File: src/rtl/io_port_regs_if.sv
// Command/response bus between the IO-port command generator (master) and the
// register slave: valid/ready command stream with write data and read return.
interface io_port_regs_if;
  logic [31:0] mem_data_wr1;
  logic [27:0] mem_data_addr1;
  logic        mem_rw_data1;
  logic        mem_valid_data1;
  logic [31:0] mem_data_rd1;
  logic        mem_ready_data1;

  modport master (
    output mem_data_wr1, mem_data_addr1, mem_rw_data1, mem_valid_data1,
    input  mem_data_rd1, mem_ready_data1
  );

  modport slave (
    input  mem_data_wr1, mem_data_addr1, mem_rw_data1, mem_valid_data1,
    output mem_data_rd1, mem_ready_data1
  );
endinterface

File: src/rtl/io_port_regs.sv
// IO-port register slave: display start address, control, status and, when
// IO_PORT_ACCESS_CNT_EN is defined, a read-only count of mapped accesses.
module io_port_regs #(
  parameter logic [27:0] BASE_ADDR      = 28'h800_0004,
  parameter int unsigned ACCESS_LATENCY = 2
) (
  input  logic               clk,
  input  logic               rst,
  io_port_regs_if.slave      bus,
  output logic [31:0]        disp_start_addr,
  output logic               disp_on,
  output logic               disp_start,
  output logic               bus_err
);

  localparam logic [3:0] LAT = ACCESS_LATENCY[3:0];

  typedef enum logic [1:0] {IDLE, WAIT, RESP} state_e;

  state_e      state_q, state_d;
  logic [3:0]  lat_q, lat_d;
  logic [27:0] cmd_addr_q, cmd_addr_d;
  logic [31:0] cmd_wdata_q, cmd_wdata_d;
  logic        cmd_rw_q, cmd_rw_d;
  logic [31:0] rd_data_q, rd_data_d;
  logic [31:0] addr_reg_q, addr_reg_d;
  logic        on_q, on_d;
  logic        start_q, start_d;
  logic        err_q, err_d;
`ifdef IO_PORT_ACCESS_CNT_EN
  logic [15:0] cnt_q, cnt_d;
`endif

  logic [27:0] rd_off, wr_off;

  // Offsets wrap: an address below BASE_ADDR lands far outside the window.
  assign rd_off = cmd_addr_d - BASE_ADDR;
  assign wr_off = cmd_addr_q - BASE_ADDR;

  function automatic logic is_mapped(input logic [27:0] off);
`ifdef IO_PORT_ACCESS_CNT_EN
    return off < 28'd4;
`else
    return off < 28'd3;
`endif
  endfunction

  always_comb begin
    state_d     = state_q;
    lat_d       = lat_q;
    cmd_addr_d  = cmd_addr_q;
    cmd_wdata_d = cmd_wdata_q;
    cmd_rw_d    = cmd_rw_q;
    unique case (state_q)
      IDLE: begin
        if (bus.mem_valid_data1) begin
          cmd_addr_d  = bus.mem_data_addr1;
          cmd_wdata_d = bus.mem_data_wr1;
          cmd_rw_d    = bus.mem_rw_data1;
          lat_d       = LAT;
          state_d     = (LAT == 4'd0) ? RESP : WAIT;
        end
      end
      WAIT: begin
        lat_d = lat_q - 4'd1;
        if (lat_q <= 4'd1) state_d = RESP;
      end
      RESP:    state_d = IDLE;
      default: state_d = IDLE;
    endcase
  end

  always_comb begin
    addr_reg_d = addr_reg_q;
    on_d       = on_q;
    start_d    = 1'b0;
    err_d      = err_q;
    rd_data_d  = rd_data_q;
`ifdef IO_PORT_ACCESS_CNT_EN
    cnt_d      = cnt_q;
`endif
    if (state_q == RESP) begin
      if (!is_mapped(wr_off)) begin
        err_d = 1'b1;
      end else begin
`ifdef IO_PORT_ACCESS_CNT_EN
        cnt_d = cnt_q + 16'd1;
`endif
        if (cmd_rw_q) begin
          case (wr_off)
            28'd0: addr_reg_d = cmd_wdata_q;
            28'd1: begin
              on_d    = cmd_wdata_q[0];
              start_d = cmd_wdata_q[0] & ~on_q;
            end
            default: ;
          endcase
        end
      end
    end
    // Read data is captured on the way into RESP so it is already valid there
    // and holds until the next read response.
    if (state_d == RESP && state_q != RESP && !cmd_rw_d) begin
      case (rd_off)
        28'd0:   rd_data_d = addr_reg_q;
        28'd1:   rd_data_d = {31'b0, on_q};
        28'd2:   rd_data_d = {30'b0, err_q, on_q};
`ifdef IO_PORT_ACCESS_CNT_EN
        28'd3:   rd_data_d = {16'b0, cnt_q};
`endif
        default: rd_data_d = 32'h0;
      endcase
    end
  end

  always_ff @(posedge clk) begin
    if (rst) begin
      state_q     <= IDLE;
      lat_q       <= 4'd0;
      cmd_addr_q  <= 28'd0;
      cmd_wdata_q <= 32'd0;
      cmd_rw_q    <= 1'b0;
      rd_data_q   <= 32'd0;
      addr_reg_q  <= 32'd0;
      on_q        <= 1'b0;
      start_q     <= 1'b0;
      err_q       <= 1'b0;
`ifdef IO_PORT_ACCESS_CNT_EN
      cnt_q       <= 16'd0;
`endif
    end else begin
      state_q     <= state_d;
      lat_q       <= lat_d;
      cmd_addr_q  <= cmd_addr_d;
      cmd_wdata_q <= cmd_wdata_d;
      cmd_rw_q    <= cmd_rw_d;
      rd_data_q   <= rd_data_d;
      addr_reg_q  <= addr_reg_d;
      on_q        <= on_d;
      start_q     <= start_d;
      err_q       <= err_d;
`ifdef IO_PORT_ACCESS_CNT_EN
      cnt_q       <= cnt_d;
`endif
    end
  end

  assign bus.mem_ready_data1 = (state_q == RESP);
  assign bus.mem_data_rd1    = rd_data_q;
  assign disp_start_addr     = addr_reg_q;
  assign disp_on             = on_q;
  assign disp_start          = start_q;
  assign bus_err             = err_q;

endmodule

File: src/flat_wrapper.sv
// flat-port wrapper written by rule: the top's interface ports become plain ports
module io_port_regs_flat 
#(
  parameter logic [27:0] BASE_ADDR      = 28'h800_0004,
  parameter int unsigned ACCESS_LATENCY = 2
)
  (clk, rst, disp_start_addr, disp_on, disp_start, bus_err, bus_mem_data_wr1, bus_mem_data_addr1, bus_mem_rw_data1, bus_mem_valid_data1, bus_mem_data_rd1, bus_mem_ready_data1);
  io_port_regs_if bus_i ();
  input  logic clk;
  input  logic rst;
  output logic [31:0] disp_start_addr;
  output logic disp_on;
  output logic disp_start;
  output logic bus_err;
  input wire logic [$bits(bus_i.mem_data_wr1)-1:0] bus_mem_data_wr1;
  input wire logic [$bits(bus_i.mem_data_addr1)-1:0] bus_mem_data_addr1;
  input wire logic [$bits(bus_i.mem_rw_data1)-1:0] bus_mem_rw_data1;
  input wire logic [$bits(bus_i.mem_valid_data1)-1:0] bus_mem_valid_data1;
  output wire logic [$bits(bus_i.mem_data_rd1)-1:0] bus_mem_data_rd1;
  output wire logic [$bits(bus_i.mem_ready_data1)-1:0] bus_mem_ready_data1;
  assign bus_i.mem_data_wr1 = bus_mem_data_wr1;
  assign bus_i.mem_data_addr1 = bus_mem_data_addr1;
  assign bus_i.mem_rw_data1 = bus_mem_rw_data1;
  assign bus_i.mem_valid_data1 = bus_mem_valid_data1;
  assign bus_mem_data_rd1 = bus_i.mem_data_rd1;
  assign bus_mem_ready_data1 = bus_i.mem_ready_data1;
  io_port_regs #(.BASE_ADDR(BASE_ADDR), .ACCESS_LATENCY(ACCESS_LATENCY)) u_core (.clk(clk), .rst(rst), .bus(bus_i), .disp_start_addr(disp_start_addr), .disp_on(disp_on), .disp_start(disp_start), .bus_err(bus_err));
endmodule
File: config.mk
export PLATFORM = sky130hd
export DESIGN_NAME = io_port_regs_flat
export DESIGN_NICKNAME = d
export VERILOG_FILES = /design/src/rtl/io_port_regs_if.sv /design/src/rtl/io_port_regs.sv /design/src/flat_wrapper.sv
export SDC_FILE = /design/constraint.sdc
export NUM_CORES = 1
export LEC_CHECK = 0
export BUFFER_PORTS_ARGS = -buffer_cell sky130_fd_sc_hd__buf_2
export CAP_MARGIN = 5
export CORE_UTILIZATION = 48
export DETAILED_ROUTE_END_ITERATION = 6
export PLACE_DENSITY = 0.86
export SYNTH_ARGS = -nofsm -noshare
export SYNTH_HDL_FRONTEND = slang
export SYNTH_SLANG_ARGS = --single-unit
File: constraint.sdc
create_clock -name clk -period 2.5 [get_ports clk]
set_input_delay 0.5 -clock clk [delete_from_list [all_inputs] [get_ports clk]]
set_output_delay 0.5 -clock clk [all_outputs]
set_load 0.05 [all_outputs]
After elaboration in Yosys (flattened, before gate mapping)
Index checks and enable logic that the tools add are counted.
{"block": "op_classes", "n_addsub": 3, "n_lt_le_gt_ge": 2, "n_eq_ne": 8, "mux": 10, "bitwise": 6, "n_reduce_logical": 13}
{"cell": "32-bit case mux with 3 select lines", "count": 1}
{"cell": "28-bit by 1-bit == test with 1-bit output (second input constant)", "count": 2}
{"cell": "28-bit logical NOT", "count": 2}
{"cell": "28-bit two-way mux", "count": 2}
{"cell": "28-bit subtractor (second input constant)", "count": 2}
{"cell": "28-bit by 2-bit == test with 1-bit output (second input constant)", "count": 1}
{"cell": "28-bit by 2-bit less-than comparator with 1-bit output (second input constant)", "count": 1}
{"cell": "4-bit case mux with 2 select lines", "count": 1}
{"cell": "4-bit AND reduction", "count": 2}
{"cell": "2-bit AND reduction", "count": 3}
{"cell": "1-bit NOT", "count": 5}
{"cell": "5-bit OR reduction", "count": 1}
{"cell": "2-bit == test (second input constant)", "count": 2}
{"cell": "4-bit by 1-bit <= comparator with 1-bit output (second input constant)", "count": 1}
{"cell": "2-bit two-way mux", "count": 2}
{"cell": "4-bit two-way mux", "count": 1}
{"cell": "2-bit inequality test (second input constant)", "count": 2}
{"cell": "2-bit case mux with 2 select lines", "count": 1}
{"cell": "4-bit by 1-bit subtractor with 4-bit output (second input constant)", "count": 1}
{"cell": "2-bit by 1-bit == test with 1-bit output (second input constant)", "count": 1}
{"cell": "1-bit logical AND", "count": 2}
{"cell": "2-bit logical NOT", "count": 1}
{"cell": "1-bit two-way mux", "count": 2}
{"cell": "2-bit nonzero test", "count": 1}
{"cell": "2 further kinds", "count": 2}
{"block": "word_totals", "register_bits": 134, "wordCells": 52}

Logic depth before layout (Yosys ltp)
{"block": "logic_depth", "word_depth": 6, "depth_mapped": 10}

Worst setup path before layout
Ideal clock, no wire load.
{"block": "synth_timing", "path_type": "input to register", "from": "in bus_mem_data_addr1[14]", "to": "reg u_core.rd_data_q[23], in the netlist u_core.bus.mem_data_rd1[23]", "setup_time_ns": 0.086, "t_arrival_ns": 2.501, "t_required_ns": 2.414, "path_slack_ns": -0.087, "cell_stages": 8, "path_buffers": 1, "path_cell_list": "or4_4 or2_1 o22a_1 or3_1 a21oi_2 o2111ai_2 buf_6 o31ai_2"}
{"block": "synth_between", "elab_chain_len": 5}
{"item": "from (decl)", "line": "flat_wrapper.sv:16", "text": "input wire logic [$bits(bus_i.mem_data_addr1)-1:0] bus_mem_data_addr1;"}
{"item": "28-bit two-way mux (*)", "line": "io_port_regs.sv:56", "text": "if (bus.mem_valid_data1) begin"}
{"item": "28-bit two-way mux (*)", "line": "io_port_regs.sv:54", "text": "unique case (state_q)"}
{"item": "28-bit subtractor (*)", "line": "io_port_regs.sv:37", "text": "assign rd_off = cmd_addr_d - BASE_ADDR;"}
{"item": "28-bit by 2-bit == test with 1-bit output (tied with other cells)", "line": "io_port_regs.sv:104", "text": "case (rd_off)"}
{"item": "32-bit case mux with 3 select lines (*)", "line": "io_port_regs.sv:104"}
{"item": "to (signal assigned)", "line": "io_port_regs.sv:137", "text": "rd_data_q <= rd_data_d;"}
{"item": "to (decl)", "line": "io_port_regs.sv:25", "text": "logic [31:0] rd_data_q, rd_data_d;"}
Every way passes the cells marked *; elsewhere a longest branch is shown, timed or not.
A chain may end at the register's enable or synchronous reset.

Worst setup path in the final report
{"block": "layout_timing", "from": "reg u_core.state_q[0]", "to": "reg u_core.rd_data_q[28], in the netlist u_core.bus.mem_data_rd1[28]"}
{"block": "layout_between", "elab_chain_len": 5}
{"item": "from (decl)", "line": "io_port_regs.sv:20", "text": "state_e state_q, state_d;"}
{"item": "from (signal assigned)", "line": "io_port_regs.sv:132", "text": "state_q <= state_d;"}
{"item": "2-bit logical NOT (tied with other cells)", "line": "io_port_regs.sv:54"}
{"item": "28-bit two-way mux / 2-bit case mux with 2 select lines (equally long branches)", "line": "io_port_regs.sv:54"}
{"item": "28-bit subtractor / 2-bit == test (equally long branches)", "line": "io_port_regs.sv:37, io_port_regs.sv:103"}
{"item": "28-bit by 2-bit == test with 1-bit output (tied with other cells)", "line": "io_port_regs.sv:104"}
{"item": "32-bit case mux with 3 select lines / 1-bit logical AND (equally long branches)", "line": "io_port_regs.sv:104, io_port_regs.sv:103"}
Parallel ways exist; a longest one is shown, timed or not.

==> metrics.txt <==
met3 usage=4.45%; 1st-pass router iterations=5; Post-synth EDFFs=0; Syn Std Cell Area=5530 sq um; commonest cells after routing, fill and taps aside=201 x nand2_1, 132 x dfxtp_1, 130 x buf_2; max frequency=0.389 GHz; Layout Nets=909; synth warn=0; Final GP Congestion=0.868; HP Class=input pin to flip-flop; Max Slew Vio Count=0; Die Y-Extent=109 microns; core area=between 10000 and 15000 sq um; Port Buffer Count=131; Die Footprint=11900 sq um; Slowest cell on crit path=nor4_2; Fin. Hold Viols=0; Post-Syn Nets=737; outcome=complete, but fails checks; Worst Slack Setup Final=-0.0710 ns; worst skew pair latency=a little over 0.4 ns; Ant. Diodes=0; H-Tree Depth=4; HPWL after detailed placement=9760 microns; Finished Layout Cells=996; met1 Use GR=30.4%; CTS Hold Bufs=0; failing checks=negative setup slack; Inserted Clock Buffers=17; Primary FF master, synth=dfxtp_1; worst rel slew slack=31.1%; critical path class=flip-flop to flip-flop; GR peak layer=met2; Peak VDD IR=just under 0.0005 V; pin count of the biggest net entering global routing=102; Post-Route WL=13900 microns; CP Launch Type=flip-flop; CTS Buffer Depth=2; number of antenna violations at the first check in global routing=0; Worst Path Arrival=2.88 ns; Via density=5.14; Tcrit/Tclk final=103%; Starting Density=50.1%; number of max-cap violations=0; WL per Instance=around 14 microns; Synth Register Bits=134; All-Layer GR Usage=a little under a quarter; ys async rst share=0%; CTS sink cnt=134; Post-CTS Setup Bufs=0; Synth Area per Inst=about 8 sq um; Gate Count Post-Synth=671; RSZ-0062 raised after global routing=yes; met2 GRT Util=about two fifths; drc violations=0; Worst-Margin Slew=1.03 ns; crit path cell chain=nor3b_4 > buf_12 > buf_4 > mux2i_1 > a31oi_1 > nor4_2 > o2111ai_4 > buf_12 > o31ai_2; Hold Path Stages=3; DRC marker count from the first detailed-route iteration=slightly above 300; Netlist cell types=55; clock root cell=clkbuf_16; # IOs=132; vias in the first global route=4759; Pwr per Cell Area=757 nW/um^2; Final min period=approximately 2.6 ns; share of cells above drive strength 1=32.4%; FP Rows=38; slowest cell delay on critical path=0.40 ns; Die Span X=109 microns; Remaining Overflow, GRT=0; sequential-to-total area share from yosys stat=48.5%; Worst Path Max Fanout=32; setup violators final=30; commonest non-fill, non-tap cell in the layout=nand2_1; clock slew seen by the registers of the worst setup and hold paths=0.06 ns; Via Count=5115; CP Capture Type=flip-flop; Final ANT Viol Nets=0; Pwr Total=between 5 and 6 mW; cell mode on critical path=buf_12; P&R area growth vs syn=34.0%; clk_skew=0.0107 ns; Inst Count DP=slightly below 1000; worst reg2reg path depth=9; first-pass GRT wire length=22300 microns; leak pwr=about 3.1 nW; Worst Path Required=2.81 ns; CTS tree=yes
==> where the power goes <==
| group | leakage [nW] | total (mW) | internal, mW | switching [mW] |
|---|---|---|---|---|
| logic | 1.69 | 0.827 | 0.363 | 0.464 |
| registers | 1.09 | 2.29 | 2.23 | 0.0669 |
| clock network | 0.289 | 2.49 | 1.45 | 1.04 |
==> what timing repair did <==
| item | 4_1_cts | 5_1_grt |
|---|---|---|
| setup endpoints to repair | 32 | 59 |
| gates resized for setup | 5 | 3 |
| pin swaps | 1 | 0 |
==> state kept, by name, indices dropped and copies added (netlist names) <==
register                 cells
u_core.cmd_addr_q           28
u_core.disp_start            1
u_core.bus_err               1
u_core.cmd_rw_q              1
u_core.bus.mem_data_rd1     32
u_core.disp_on               1
u_core.lat_q                 4
u_core.disp_start_addr      32
u_core.state_q               2
u_core.cmd_wdata_q          32
==> cell type report <==
cell class / instances / area, sq um
Tap cell: 140 / 175
Fill cell: 901 / 3630
Multi-Input combinational cell: 461 / 2610
Timing Repair Buffer: 194 / 1210
Sequential cell: 134 / 2690
Clock inverter: 14 / 159
Clock buffer: 18 / 439
Inverter: 35 / 131
==> cells by family (layout without fill, tap and decap cells) <==
group	count (synthesis)	in the layout	synth area share [%]
buf+inv	76	261	5.64
simple gates	290	290	22.9
flops	134	134	48.5
compound gates	151	151	19.2
fa+ha+maj	2	2	0.453
mux	16	16	2.92
xor+xnor	2	2	0.317
==> path summary, 6_finish.rpt <==
path,slack (ns),start,end
min reg2reg,0.45,u_core.bus.mem_data_rd1[26],u_core.bus.mem_data_rd1[26]
min,0.33,bus_mem_data_wr1[5],u_core.cmd_wdata_q[5]
max reg2reg,-0.07,u_core.state_q[0],u_core.bus.mem_data_rd1[28]
max,-0.07,u_core.state_q[0],u_core.bus.mem_data_rd1[28]
==> synth_stat cells, types with 4 or more instances <==
| cell type | n | area share, % |
|---|---|---|
| nand2_1 | 202 | 14 |
| dfxtp_1 | 134 | 49 |
| a21oi_1 | 87 | 7.9 |
| inv_1 | 35 | 2.4 |
| nor2_1 | 30 | 2.0 |
| clkbuf_1 | 29 | 2.0 |
| o31ai_2 | 27 | 6.1 |
| mux2i_1 | 15 | 2.7 |
| nand3_1 | 9 | 0.81 |
| nor3_1 | 8 | 0.72 |
| nor4_1 | 7 | 0.79 |
| buf_1 | 6 | 0.41 |
| o21ai_0 | 6 | 0.54 |
| nor2b_1 | 5 | 0.57 |
| a31oi_1 | 4 | 0.45 |
| nor4b_1 | 4 | 0.63 |
| o31ai_1 | 4 | 0.54 |
| or4_1 | 4 | 0.54 |
==> metal layers <==
layer	vias up	wire length [microns]
met3	18	707
met4	0	267
li1	2611	-
met5	-	0
met2	149	6650
met1	2337	6290
==> metrics by stage <==
stage	hold WS, ns	setup TNS, ns	cell area, sq um	util (%)	setup WS [ns]
final	0.332	-1.15	7400	67.1	-0.0710
after global routing	0.324	-5.18	7400	67.1	-0.198
after CTS	0.320	-0.409	7390	67.0	-0.0473
after detailed placement	0.443	-12.28	6780	61.4	-0.423
after global placement	0.433	-10.48	6780	61.4	-0.348
after floorplan	0.436	-1.00	5550	-	-0.0397
==> critical path: cells and delay by family, from the launching register on <==
kind / cells / cell delay, ns
flops: 1 / 0.36
compound gates: 3 / 0.52
mux: 1 / 0.31
buf+inv: 3 / 0.52
simple gates: 2 / 0.74
Note: power is estimated with default switching activity, not from simulation.
